File: src/rtl/memwb_stage_n.sv
// MEM/WB pipeline register with a data-memory sequencer for direct and pointer-indirect accesses.
// Latency: 1 cycle for non-memory ops, 1+(ind+1)*resp_delay for memory ops; request held until mem_resp.
module memwb_stage_n #(
  parameter int DATA_W     = 16,
  parameter int REG_W      = 3,
  parameter int IND_LEVELS = 1
) (
  input  logic                              clk,
  input  logic                              reset_n,
  input  logic                              advance,
  input  logic                              flush,
  input  logic                              valid_in,
  input  logic [DATA_W-1:0]                 pc_in,
  input  logic [REG_W-1:0]                  dest_in,
  input  logic [DATA_W-1:0]                 alu_in,
  input  logic [DATA_W-1:0]                 wdata_in,
  input  logic                              mem_read_in,
  input  logic                              mem_write_in,
  input  logic [$clog2(IND_LEVELS+1)-1:0]   ind_in,
  input  logic                              mem_resp,
  input  logic [DATA_W-1:0]                 mem_rdata,
  output logic                              valid_out,
  output logic [DATA_W-1:0]                 pc_out,
  output logic [REG_W-1:0]                  dest_out,
  output logic [DATA_W-1:0]                 result_out,
  output logic                              mem_req,
  output logic                              mem_we,
  output logic [DATA_W-1:0]                 mem_addr,
  output logic [DATA_W-1:0]                 mem_wdata,
  output logic                              ready,
  output logic [$clog2(IND_LEVELS+1)-1:0]   ind_left
);

  localparam int IW = $clog2(IND_LEVELS + 1);
  localparam logic [IW-1:0] IND_MAX = IW'(IND_LEVELS);
  localparam logic [IW-1:0] IND_ONE = IW'(1);

  typedef enum logic [1:0] {IDLE, DONE, PTR, FINAL} state_t;

  state_t            state, state_nxt;
  logic              valid_r, rd_r, wr_r;
  logic [DATA_W-1:0] pc_r, wdata_r, addr_r, result_r;
  logic [REG_W-1:0]  dest_r;
  logic [IW-1:0]     ind_r;
  logic [IW-1:0]     ind_sat;
  logic              mem_op;

  assign ind_sat = (ind_in > IND_MAX) ? IND_MAX : ind_in;
  assign mem_op  = valid_in && (mem_read_in || mem_write_in);

  always_ff @(posedge clk or negedge reset_n) begin
    if (!reset_n) state <= IDLE;
    else          state <= state_nxt;
  end

  // Priority: advance > flush > mem_resp; responses outside PTR/FINAL are dropped.
  always_comb begin
    state_nxt = state;
    if (advance) begin
      if (!mem_op)           state_nxt = DONE;
      else if (ind_sat != '0) state_nxt = PTR;
      else                   state_nxt = FINAL;
    end else if (flush) begin
      state_nxt = DONE;
    end else if (mem_resp) begin
      case (state)
        PTR:     if (ind_r == IND_ONE) state_nxt = FINAL;
        FINAL:   state_nxt = DONE;
        default: state_nxt = state;
      endcase
    end
  end

  always_ff @(posedge clk or negedge reset_n) begin
    if (!reset_n) begin
      valid_r  <= 1'b0;
      rd_r     <= 1'b0;
      wr_r     <= 1'b0;
      pc_r     <= '0;
      dest_r   <= '0;
      wdata_r  <= '0;
      addr_r   <= '0;
      result_r <= '0;
      ind_r    <= '0;
    end else if (advance) begin
      valid_r  <= valid_in;
      rd_r     <= mem_read_in;
      wr_r     <= mem_write_in;
      pc_r     <= pc_in;
      dest_r   <= dest_in;
      wdata_r  <= wdata_in;
      addr_r   <= alu_in;
      result_r <= alu_in;
      ind_r    <= ind_sat;
    end else if (flush) begin
      valid_r <= 1'b0;
    end else if (mem_resp) begin
      if (state == PTR) begin
        addr_r <= mem_rdata;
        ind_r  <= ind_r - IND_ONE;
      end else if (state == FINAL && rd_r) begin
        result_r <= mem_rdata;
      end
    end
  end

  // Request lines decode straight from state so an async reset drops them immediately.
  assign mem_req    = (state == PTR) || (state == FINAL);
  assign mem_we     = (state == FINAL) && wr_r;
  assign mem_addr   = addr_r;
  assign mem_wdata  = wdata_r;
  assign ready      = (state == DONE);
  assign valid_out  = valid_r;
  assign pc_out     = pc_r;
  assign dest_out   = dest_r;
  assign result_out = result_r;
  assign ind_left   = ind_r;

endmodule

File: config.mk
export PLATFORM = sky130hd
export DESIGN_NAME = memwb_stage_n
export DESIGN_NICKNAME = d
export VERILOG_FILES = /design/src/rtl/memwb_stage_n.sv
export SDC_FILE = /design/constraint.sdc
export NUM_CORES = 1
export LEC_CHECK = 0
export CAP_MARGIN = 10
export CORE_MARGIN = 2
export CORE_UTILIZATION = 40
export CTS_CLUSTER_SIZE = 14
export DETAILED_ROUTE_END_ITERATION = 8
export PLACE_DENSITY = 0.79
export SKIP_CTS_REPAIR_TIMING = 1
export SYNTH_ARGS = -nofsm -noshare
export SYNTH_HDL_FRONTEND = slang
export SYNTH_SLANG_ARGS = --single-unit
File: constraint.sdc
create_clock -name clk -period 1.65 [get_ports clk]
set_input_delay 0.4125 -clock clk [delete_from_list [all_inputs] [get_ports clk]]
set_output_delay 0.4125 -clock clk [all_outputs]
set_load 0.02 [all_outputs]
# After elaboration in Yosys (flattened, before gate mapping)
# Cells that the tools add are included.
# word_totals
elab_cells	55
input_bits	76
out_inout_bits	72
ff_bits	73
# classes
addsub	1
magnitude_cmp	1
n_reduce_logical	14
n_eq_ne	6
muxes	23
# ops
cell	count
two-way mux 16 bit	9
two-way mux 2 bit	5
two-way mux 1 bit	8
nonzero test 2 bit	4
AND reduction 3 bit	2
equality test 2 bit (second input constant)	2
inequality test 2 bit (second input constant)	2
inequality test 4 bit (second input constant)	1
case mux 2 bit (2 select lines)	1
AND reduction 4 bit	1
nonzero test 4 bit	1
logical AND 1 bit	3
nonzero test 3 bit	1
equality test 2 x 1 -> 1 bit (second input constant)	1
logical OR 1 bit	2
greater-than comparator 1 bit (second input constant)	1
subtractor 1 bit (second input constant)	1

# Depth between registers and ports, before layout
# depth
depth_word	7
mapped_depth	5
depth_no_buf	3

# Least setup slack after synthesis
# OpenSTA, ideal clock, no wires.
# synth_timing
path_type	input to register
start	in advance
end	reg result_r[0], in the netlist result_out[0]
slack_ps	371
path_stages	4
setup_time_ps	123
t_required_ps	1527
arrival_ps	1156
n_path_buf	2
path_cell_list	buf_2 o21bai_2 buf_6 o221a_1
# synth_between
elab_chain_len	2
word_cells_on_any_way	6
cone_classes	eq/ne (2); mux (1); reduce/logical (3)
# synth_rtl
element	line_no	rtl
from (decl)	10	input logic advance,
inequality test 2 bit (no source line) or nonzero test 2 bit (tied branches)	--	
AND reduction 4 bit (no source line)	--	
to (signal assigned)	93	result_r <= alu_in;
to (signal assigned)	102	result_r <= mem_rdata;
to (decl)	42	logic [DATA_W-1:0] pc_r, wdata_r, addr_r, result_r;
# Several ways; a longest one is shown, not always the timed one.
# A chain may end at the register's enable or synchronous reset.

# Worst setup path in the final report
# layout_timing
start	reg state[1]
end	out ready
# layout_between
elab_chain_len	1
# layout_rtl
element	line_no	rtl
from (decl)	40	state_t state, state_nxt;
from (signal assigned)	53	else state <= state_nxt;
equality test 2 x 1 -> 1 bit	112	assign ready = (state == DONE);
to (decl)	30	output logic ready,
# No other way between the ends.

==> metrics.log <==
[metrics] outcome: complete, no violations
[metrics] via count: 2442
[metrics] Period Utilization, post-route: 0.947
[metrics] Seq pwr share: 0.445
[metrics] Yosys top cell area share: 0.601
[metrics] remaining global-route overflow: 0
[metrics] highest attainable clock frequency: 640 MHz
[metrics] insertion delay of the later-clocked pin in the worst-skew pair: 0.33 ns
[metrics] FF-to-FF setup slack: around 0.18 ns
[metrics] switching share of power: 0.265
[metrics] routability congestion estimate from global placement: between 0.8 and 0.9
[metrics] Design Power: between 4 and 5 mW
[metrics] CTS tree: built
[metrics] power density normalized to cell area: between 900 and 1000 mW/mm2
[metrics] clock-pin slew of the registers on the worst-case setup and hold paths: about 0.08 ns
[metrics] total iterations of the first detailed-routing run: 4
[metrics] Detail Placement HPWL: approximately 5400 um
[metrics] crit end category: primary output
[metrics] power share of the combinational group: 0.237
[metrics] drt drc: 0
[metrics] Cells after Synth: around 230
[metrics] Routed WL: approximately 7800 um
[metrics] clk sink count: 73
[metrics] number of enable-type register cells in the synthesized netlist: 0
[metrics] most heavily used metal layer in global routing: met2
[metrics] worst-case reg-to-reg path depth: 5
[metrics] Crit Reg-Reg Endpoint: mem_addr[8]$_DFFE_PN0P_
[metrics] Layout fillers: between 500 and 600
[metrics] post-synthesis instance area: ~0.0030 mm2
[metrics] met2 usage in global routing: 0.303
[metrics] cell total after placement: around 470
[metrics] clock network fraction of design power: 0.318
[metrics] syn avg cell area: 13.3 um2
[metrics] CTS buffer count: 9
[metrics] smallest setup slack after layout: about 0.088 ns
[metrics] final-report setup violation count: 0
[metrics] final cell count without fillers: around 480
[metrics] Die Y: just over 90 um
[metrics] worst setup slack before clock tree synthesis: -0.174 ns
[metrics] sequential element share of the synthesized area: 0.601
[metrics] Post-synth top flop: sky130_fd_sc_hd__dfrtp_1
[metrics] arrival time at the worst endpoint: around 1.2 ns
[metrics] worst IR drop on VDD: slightly above 0.0007 V
[metrics] die outline area: slightly above 0.008 mm2
[metrics] number of global-route vias before repair: about 2500
[metrics] number of distinct library cells after synthesis: 26
[metrics] peak fanout along the critical path: 4
[metrics] H-tree depth: 3
[metrics] Die Span X: about 91 um
[metrics] library cell used as clock root buffer: sky130_fd_sc_hd__clkbuf_8
[metrics] post-synthesis sequential element count: 73
[metrics] Worst Path Required: approximately 1.2 ns
[metrics] HP Class: primary input to async pin
[metrics] share of post-route cells with drive strength above 1: 0.195
[metrics] io pins: 148
[metrics] Critical R2R Launch: state[0]$_DFFE_PN0P_
[metrics] GRT met1 Usage: 0.227
[metrics] maximum capacitance violations: 0
[metrics] commonest cells after routing, fill and taps aside: sky130_fd_sc_hd__dfrtp_1 (73), sky130_fd_sc_hd__clkdlybuf4s50_1 (73), sky130_fd_sc_hd__dlymetal6s2s_1 (72), sky130_fd_sc_hd__mux2_2 (37), sky130_fd_sc_hd__nand2_1 (19)
[metrics] worst slew margin relative to its limit: 0.737
[metrics] final cell utilization of the core: 0.699
[metrics] P&R area growth vs syn: 67.5%
[metrics] maximum number of pins on one net before global-route repair: 74
[metrics] met3 demand-to-capacity share in global routing: 0.0614
[metrics] cell taking the most area after synthesis: sky130_fd_sc_hd__dfrtp_1
[metrics] final antenna-violating net count: 0
[metrics] number of nets in the layout: 456
[metrics] Hold Violations, Final: 0
[metrics] setup repair after global routing missed its margin: false
[metrics] min cycle time layout: around 1.6 ns
[metrics] internal power component: 3.39 mW
[metrics] standby leakage power: 2.60 nW
[metrics] worst hold margin: between 0.07 and 0.08 ns
[metrics] post-DR wirelength/cell: ~16 um
[metrics] Clock Path Buffers: 2
[metrics] type of the setup path with the least slack: flop to primary output
[metrics] global-route wire length before repair: 12200 um
[metrics] Initial Util: 0.417
[metrics] slew at the pin closest to its max-slew limit: roughly 0.39 ns
[metrics] leading post-synthesis cells by cell area: sky130_fd_sc_hd__dfrtp_1 (60%), sky130_fd_sc_hd__mux2_2 (14%), sky130_fd_sc_hd__o311a_1 (5.3%)
[metrics] Core ar.: around 0.0073 mm2
[metrics] share of flip-flops with an asynchronous set or reset: 1.00
[metrics] synthesized net count: roughly 300
[metrics] Final Max Slew Viols: 0
[metrics] Port Buffers: 147
[metrics] switching power: 1.22 mW
[metrics] YS warnings: 0
[metrics] setup skew after layout: 0.00686 ns
[metrics] routed vias/inst: 5.05
[metrics] Total GRT Usage: 0.185
[metrics] standard-cell row count: 31
[metrics] category of the worst setup path launch point: flop
[metrics] number of violations reported at the end of detailed-routing iteration 0: between 100 and 150
[metrics] number of antenna violations at the first check in global routing: 0
[metrics] ANT cells: 0
## worst max-delay path, stage by stage, from the launching register on
cell and delay, ns:
sky130_fd_sc_hd__dfrtp_1 0.41, sky130_fd_sc_hd__and2b_1 0.19, sky130_fd_sc_hd__dlymetal6s2s_1 0.21
## cells in the mapped netlist, types with 2 or more instances
master,number
sky130_fd_sc_hd__nor3_1,2
sky130_fd_sc_hd__nand2b_1,17
sky130_fd_sc_hd__buf_2,9
sky130_fd_sc_hd__o221a_2,6
sky130_fd_sc_hd__buf_4,3
sky130_fd_sc_hd__o311a_1,16
sky130_fd_sc_hd__buf_6,3
sky130_fd_sc_hd__nor2_1,17
sky130_fd_sc_hd__mux2_2,37
sky130_fd_sc_hd__o221a_1,10
sky130_fd_sc_hd__clkbuf_1,3
sky130_fd_sc_hd__nand2_1,19
sky130_fd_sc_hd__dfrtp_1,73
## area by class of cell
class / instances / area [um2] / area share
clock buffer: 12 / 165 / 0.0324
clock inverter: 4 / 50.0 / 0.00982
inverter: 1 / 3.75 / 0.000737
multi-input combinational: 136 / 1110 / 0.219
sequential: 73 / 1830 / 0.359
tap: 99 / 124 / 0.0243
timing repair buffer: 159 / 1810 / 0.356
## routing by layer
layer	wire, um	vias up
met5	0	-
met4	112	0
met3	618	10
met2	3870	102
met1	3210	1191
li1	-	1139
## power by group through the flow
stage | clock network [mW] | registers, mW | logic [mW]
after global routing | 1.60 | 2.07 | 1.16
after CTS | 1.52 | 2.06 | 1.14
after global placement | 0 | 2.08 | 1.12
after detailed placement | 0 | 2.09 | 1.13
final | 1.47 | 2.05 | 1.09
after floorplan | 0 | 2.29 | 0.269
## logic make-up (layout without fill, tap and decap cells)
kind of cell,Yosys count,in the layout,synth area share
xor gates and xnor gates,1,1,0.00288
muxes,37,37,0.137
AOI/OAI and AO/OA,38,38,0.127
DFF,73,73,0.601
buffers and inverters,19,176,0.0383
and+or+nand+nor,60,60,0.0942
## metrics by stage
step	setup TNS [ns]	instance area [um2]
4_1_cts	-6.25	4910
3_3_place_gp	-4.26	4700
5_1_grt	0	5090
6_report	0	5090
3_5_place_dp	-4.59	4700
2_1_floorplan	0	3040
## sequential cells by signal, indices dropped and copies added, names as in the netlist, 2 cells and up
register,flops
dest_out,3
mem_addr,16
mem_wdata,16
pc_out,16
result_out,16
state,2
## worst max path at each step
stage	cells after the start	from	end
after floorplan	4	advance	result_out[0]$_DFFE_PN0P_
after global placement	5	mem_resp	ind_left$_DFFE_PN0P_
after detailed placement	5	mem_resp	mem_addr[3]$_DFFE_PN0P_
after CTS	2	state[1]$_DFFE_PN0P_	ready
after global routing	2	state[1]$_DFFE_PN0P_	ready
final	2	state[1]$_DFFE_PN0P_	ready
No activity file was read; power rests on OpenSTA's default activity.
